## config.mk

```make
export PLATFORM = sky130hd
export DESIGN_NAME = mem_port_ctrl
export DESIGN_NICKNAME = d
export VERILOG_FILES = /design/src/rtl/mem_port_ctrl.sv
export SDC_FILE = /design/constraint.sdc
export NUM_CORES = 1
export LEC_CHECK = 0
export BUFFER_PORTS_ARGS = -buffer_cell sky130_fd_sc_hd__buf_2
export CORE_UTILIZATION = 52
export CTS_CLUSTER_DIAMETER = 40
export DETAILED_ROUTE_END_ITERATION = 16
export GPL_TIMING_DRIVEN = 0
export PLACE_DENSITY = 0.94
export SYNTH_ARGS = -nofsm -noshare
export SYNTH_HDL_FRONTEND = slang
export SYNTH_SLANG_ARGS = --single-unit
```

## constraint.sdc

```tcl
create_clock -name clock -period 4.62 [get_ports clock]
set_input_delay 0.231 -clock clock [delete_from_list [all_inputs] [get_ports clock]]
set_output_delay 0.231 -clock clock [all_outputs]
set_load 0.02 [all_outputs]
```

## src/rtl/mem_port_ctrl.sv

```systemverilog
`default_nettype none
// ============================================================================
// Module  : mem_port_ctrl
// Purpose : Requester-side controller for a registered-input single-port RAM:
//           valid/ready request channel, valid/ready read response channel,
//           and a bulk fill engine that writes INIT_VALUE to every location.
// Revision: 1.0 - initial release
// ============================================================================
module mem_port_ctrl #(
   parameter int              AW         = 8,
   parameter int              DW         = 16,
   parameter logic [DW-1:0]   INIT_VALUE = '0
) (
   input  logic          clock,
   input  logic          reset_n,
   input  logic          req_valid,
   output logic          req_ready,
   input  logic          req_write,
   input  logic [AW-1:0] req_addr,
   input  logic [DW-1:0] req_wdata,
   output logic          rsp_valid,
   input  logic          rsp_ready,
   output logic [DW-1:0] rsp_data,
   input  logic          init_start,
   output logic          init_busy,
   output logic [AW-1:0] mem_address,
   output logic [DW-1:0] mem_din,
   output logic          mem_wen,
   input  logic [DW-1:0] mem_dout
);

   localparam logic [2:0] S_IDLE = 3'd0;
   localparam logic [2:0] S_RD_A = 3'd1;
   localparam logic [2:0] S_RD_B = 3'd2;
   localparam logic [2:0] S_RSP  = 3'd3;
   localparam logic [2:0] S_INIT = 3'd4;

   // One past the last fill address; the extra counter bit avoids wrap ambiguity.
   localparam logic [AW:0] C_FILL_DONE = {1'b1, {AW{1'b0}}};
   localparam logic [AW:0] C_CNT_ONE   = {{AW{1'b0}}, 1'b1};

   logic [2:0]    state_q,  state_d;
   logic [AW:0]   cnt_q,    cnt_d;
   logic [AW-1:0] addr_q,   addr_d;
   logic [DW-1:0] din_q,    din_d;
   logic          wen_q,    wen_d;
   logic          rvalid_q, rvalid_d;
   logic [DW-1:0] rdata_q,  rdata_d;
   logic          busy_q,   busy_d;

   logic w_req_fire;

   assign req_ready  = (state_q == S_IDLE) && !init_start && reset_n;
   assign w_req_fire = req_valid && req_ready;

   always_comb begin
      state_d  = state_q;
      cnt_d    = cnt_q;
      addr_d   = addr_q;
      din_d    = din_q;
      wen_d    = 1'b0;
      rvalid_d = rvalid_q;
      rdata_d  = rdata_q;
      busy_d   = busy_q;

      case (state_q)
         S_IDLE: begin
            if (init_start) begin
               state_d = S_INIT;
               busy_d  = 1'b1;
               cnt_d   = '0;
            end else if (w_req_fire) begin
               addr_d = req_addr;
               if (req_write) begin
                  din_d = req_wdata;
                  wen_d = 1'b1;
               end else begin
                  state_d = S_RD_A;
               end
            end
         end
         // The RAM registers the address on this edge; its output is valid after it.
         S_RD_A: state_d = S_RD_B;
         S_RD_B: begin
            rdata_d  = mem_dout;
            rvalid_d = 1'b1;
            state_d  = S_RSP;
         end
         S_RSP: begin
            if (rsp_ready) begin
               rvalid_d = 1'b0;
               state_d  = S_IDLE;
            end
         end
         S_INIT: begin
            if (cnt_q == C_FILL_DONE) begin
               busy_d  = 1'b0;
               state_d = S_IDLE;
            end else begin
               addr_d = cnt_q[AW-1:0];
               din_d  = INIT_VALUE;
               wen_d  = 1'b1;
               cnt_d  = cnt_q + C_CNT_ONE;
            end
         end
         default: state_d = S_IDLE;
      endcase
   end

   always_ff @(posedge clock or negedge reset_n) begin
      if (!reset_n) begin
         state_q  <= S_IDLE;
         cnt_q    <= '0;
         addr_q   <= '0;
         din_q    <= '0;
         wen_q    <= 1'b0;
         rvalid_q <= 1'b0;
         rdata_q  <= '0;
         busy_q   <= 1'b0;
      end else begin
         state_q  <= state_d;
         cnt_q    <= cnt_d;
         addr_q   <= addr_d;
         din_q    <= din_d;
         wen_q    <= wen_d;
         rvalid_q <= rvalid_d;
         rdata_q  <= rdata_d;
         busy_q   <= busy_d;
      end
   end

   assign mem_address = addr_q;
   assign mem_din     = din_q;
   assign mem_wen     = wen_q;
   assign rsp_valid   = rvalid_q;
   assign rsp_data    = rdata_q;
   assign init_busy   = busy_q;

endmodule
`default_nettype wire

```

==> flow_summary.ini <==
[outcome]
status = finished clean

[critical_path]
cp.required_ns = 4.82
worstPathCellList = dlygate4sd3_1 > buf_2 > buf_12 > and4_4 > buf_6 > a21boi_4 > buf_6 > a22o_1
r2r-end = mem_address[7]$_DFFE_PN0P_
cp_top_family = buffers and inverters
cp-start-kind = primary input
critPathBufInv = 5
slowest_stage = dlygate4sd3_1
arrival_ns = 2.35
cp.depth = 8
reg2regPathDepth = 7
critical_path_class = in2reg
crit_path_end_kind = flop
cp_max_fo = 34
r2r-start = cnt_q[1]$_DFFE_PN0P_
critical-path-max-stage-delay_ns = 0.51
r2r_slack_ns = 2.82
crit_top_cell = buf_6

[min_path]
hold_start = req_wdata[5]
min_to = mem_din[5]$_DFFE_PN0P_
hold_class = in2reg
hold_depth = 2

[clock_network]
cts-resized-gates = 0
clock_sinks = 55
clk_pin_slew_ns = 0.10
root_buffer = clkbuf_8
cts_hold_buf = 0
cts_inserted_buffers = 5
max-clock-path-buffers = 2
cts_setup_buffers = 0
htreeDepth = 2
clk_latency_ns = 0.31
cts_tree = done

[pwr]
p_int_mw = 0.838
power_density_mw_per_mm2 = 431
totalPowerFinal_mw = 1.28
leakage_nw = 1.59
comb_power_share = 0.306
ir_drop_uv = 258
p_clk_frac = 0.213
switching_share = 0.347
p_switching_mw = 0.446
seqPwrFrac = 0.481

[sta]
setup_violations = 0
max_freq_ghz = 0.464
clock_skew_ns = 0.00829
drv_slew = 0
holdWs_ns = 0.144
period_needed_ns = 2.15
setup_tns_ns = 0
rsz0062_at_grt = false
slew_headroom = 0.585
timing.final.crit_share = 0.466
hold_violations = 0
worstMarginPinSlew_ns = 0.620

[placement]
portBuffers = 89
place_congestion = 0.829
hpwl_mm = 3.66

[synthesis]
postSynthCellCount = 187
synth_seq_area_share = 0.589
async_flop_share = 1.00
yosys.cell_types.count = 36
syn_area_mm2 = 0.00234
synth-seq-cells = 55
synth_nets = 235
yosys_warnings = 0
syn_area_per_cell_um2 = 12.5
synthFlopType = dfrtp_1
synth_edf_count = 0

[die]
core_area_mm2 = 0.00432
dieArea_mm2 = 0.00476
die-width_um = 69.0
rows = 24
die_h_um = 69.0
initial_core_util = 0.540
num_io_pins = 90

[routing]
vias = 1869
totalWireLength_mm = 5.02
wl_per_cell_um = 14.8
routed_via_density = 5.53
drc_errors = 0
firstDrtPassIters = 6
detail_route.iter0.violations = 124
ant_nets = 0

[grt]
gr-usage-all-layers = 0.223
grt_first_pass_wirelength_mm = 8.39
antenna_found_initial = 0
overflow = 0
grt_max_degree = 59
grt_pass1_vias = 1793

[run]
drv_cap = 0

[cells_and_area]
diodes = 0
area_growth_pct = 27.4
layout.nets = 333
layout-drive-gt1-share = 0.451
[logic make-up after synthesis]
family,Yosys count,share of synthesized area
compound gates,40,0.127
xor+xnor,5,0.0188
fa+ha+maj,2,0.0107
buf+inv,12,0.0364
flops,55,0.589
mux,17,0.0814
simple gates,56,0.137
[cells in the mapped netlist, types with 3 or more instances]
| cell | number | area, um2 |
|---|---|---|
| a21oi_1 | 8 | 40.0 |
| buf_6 | 5 | 56.3 |
| o21ai_0 | 3 | 15.0 |
| and3_1 | 3 | 18.8 |
| a22o_1 | 16 | 140 |
| nand2_1 | 11 | 41.3 |
| mux2_2 | 16 | 180 |
| nand3_1 | 3 | 15.0 |
| nand4_1 | 6 | 37.5 |
| dfrtp_1 | 55 | 1380 |
| nor2_1 | 17 | 63.8 |
| inv_1 | 3 | 11.3 |
| xnor2_1 | 3 | 26.3 |
| o22ai_1 | 8 | 50.1 |
[layout by cell type, fill, tap and decap left out, drive strengths merged, types with 2 or more instances in the layout]
cell,n
buf,97
o22ai,8
nor3,2
nor3b,3
clkbuf,8
nor2,18
inv,3
dfrtp,55
and3,3
xor2,2
xnor2,3
o21ai,3
mux2,16
nand3,3
nand3b,2
ha,2
a22o,16
nand4,6
nor4,3
nand2,11
a21oi,8
[flip-flops by register name, indices dropped and copies added (netlist names)]
register	flops
rsp_valid	1
init_busy	1
rsp_data	16
state_q	3
cnt_q	9
mem_wen	1
mem_address	8
mem_din	16
[how the worst max path moves through the flow]
stage | from | endpoint | slack, ns
detailed placement | reset_n | mem_din[10]$_DFFE_PN0P_ | 2.27
CTS | reset_n | mem_address[2]$_DFFE_PN0P_ | 2.59
global placement | reset_n | mem_din[6]$_DFFE_PN0P_ | 2.33
floorplan | cnt_q[0]$_DFFE_PN0P_ | mem_din[10]$_DFFE_PN0P_ | 3.04
finish | reset_n | mem_din[10]$_DFFE_PN0P_ | 2.47
global route | reset_n | mem_din[10]$_DFFE_PN0P_ | 2.29
[per-stage QoR]
stage               std cells   util  setup slack [ns]  instance area, um2
floorplan                 187      -              3.04                2340
CTS                       336  0.681              2.59                2950
global route              338  0.688              2.29                2980
detailed placement        328  0.658              2.27                2850
global placement          328  0.658              2.33                2850
finish                    338  0.688              2.47                2980
[routing by layer]
| layer | share of wire | vias up | track usage | wire [um] |
|---|---|---|---|---|
| met1 | 0.42 | 906 | 0.287 | 2120 |
| met4 | 0.016 | 0 | 0.0930 | 78 |
| met2 | 0.51 | 80 | 0.374 | 2540 |
| met3 | 0.056 | 7 | 0.0380 | 280 |
| met5 | 0 | - | 0 | 0 |
| li1 | - | 876 | - | - |
[layout make-up]
cell class / instances / area, um2
flip-flops and latches: 55 / 1380
fillers: 331 / 1350
plain buffers: 9 / 73.8
clock buffers: 6 / 82.6
well taps: 52 / 65.1
multi-input cells: 120 / 875
clock inverters: 2 / 16.3
repair buffers: 91 / 475
inverters: 3 / 11.3
[power by group through the flow]
stage / Sequential [mW] / Clock [mW] / Combinational [mW]
3_5_place_dp: 0.625 / 0 / 0.387
5_1_grt: 0.626 / 0.303 / 0.435
4_1_cts: 0.615 / 0.283 / 0.390
3_3_place_gp: 0.621 / 0 / 0.374
6_report: 0.617 / 0.274 / 0.393
2_1_floorplan: 0.664 / 0 / 0.220
[worst register-to-register path: stages (launching register included)]
cell and delay (ns):
dfrtp_1 0.46, inv_1 0.09, ha_1 0.14, and4bb_2 0.26
a21bo_1 0.14, buf_2 0.22, buf_2 0.26, a21oi_1 0.10
(Power assumes the default switching activity.)
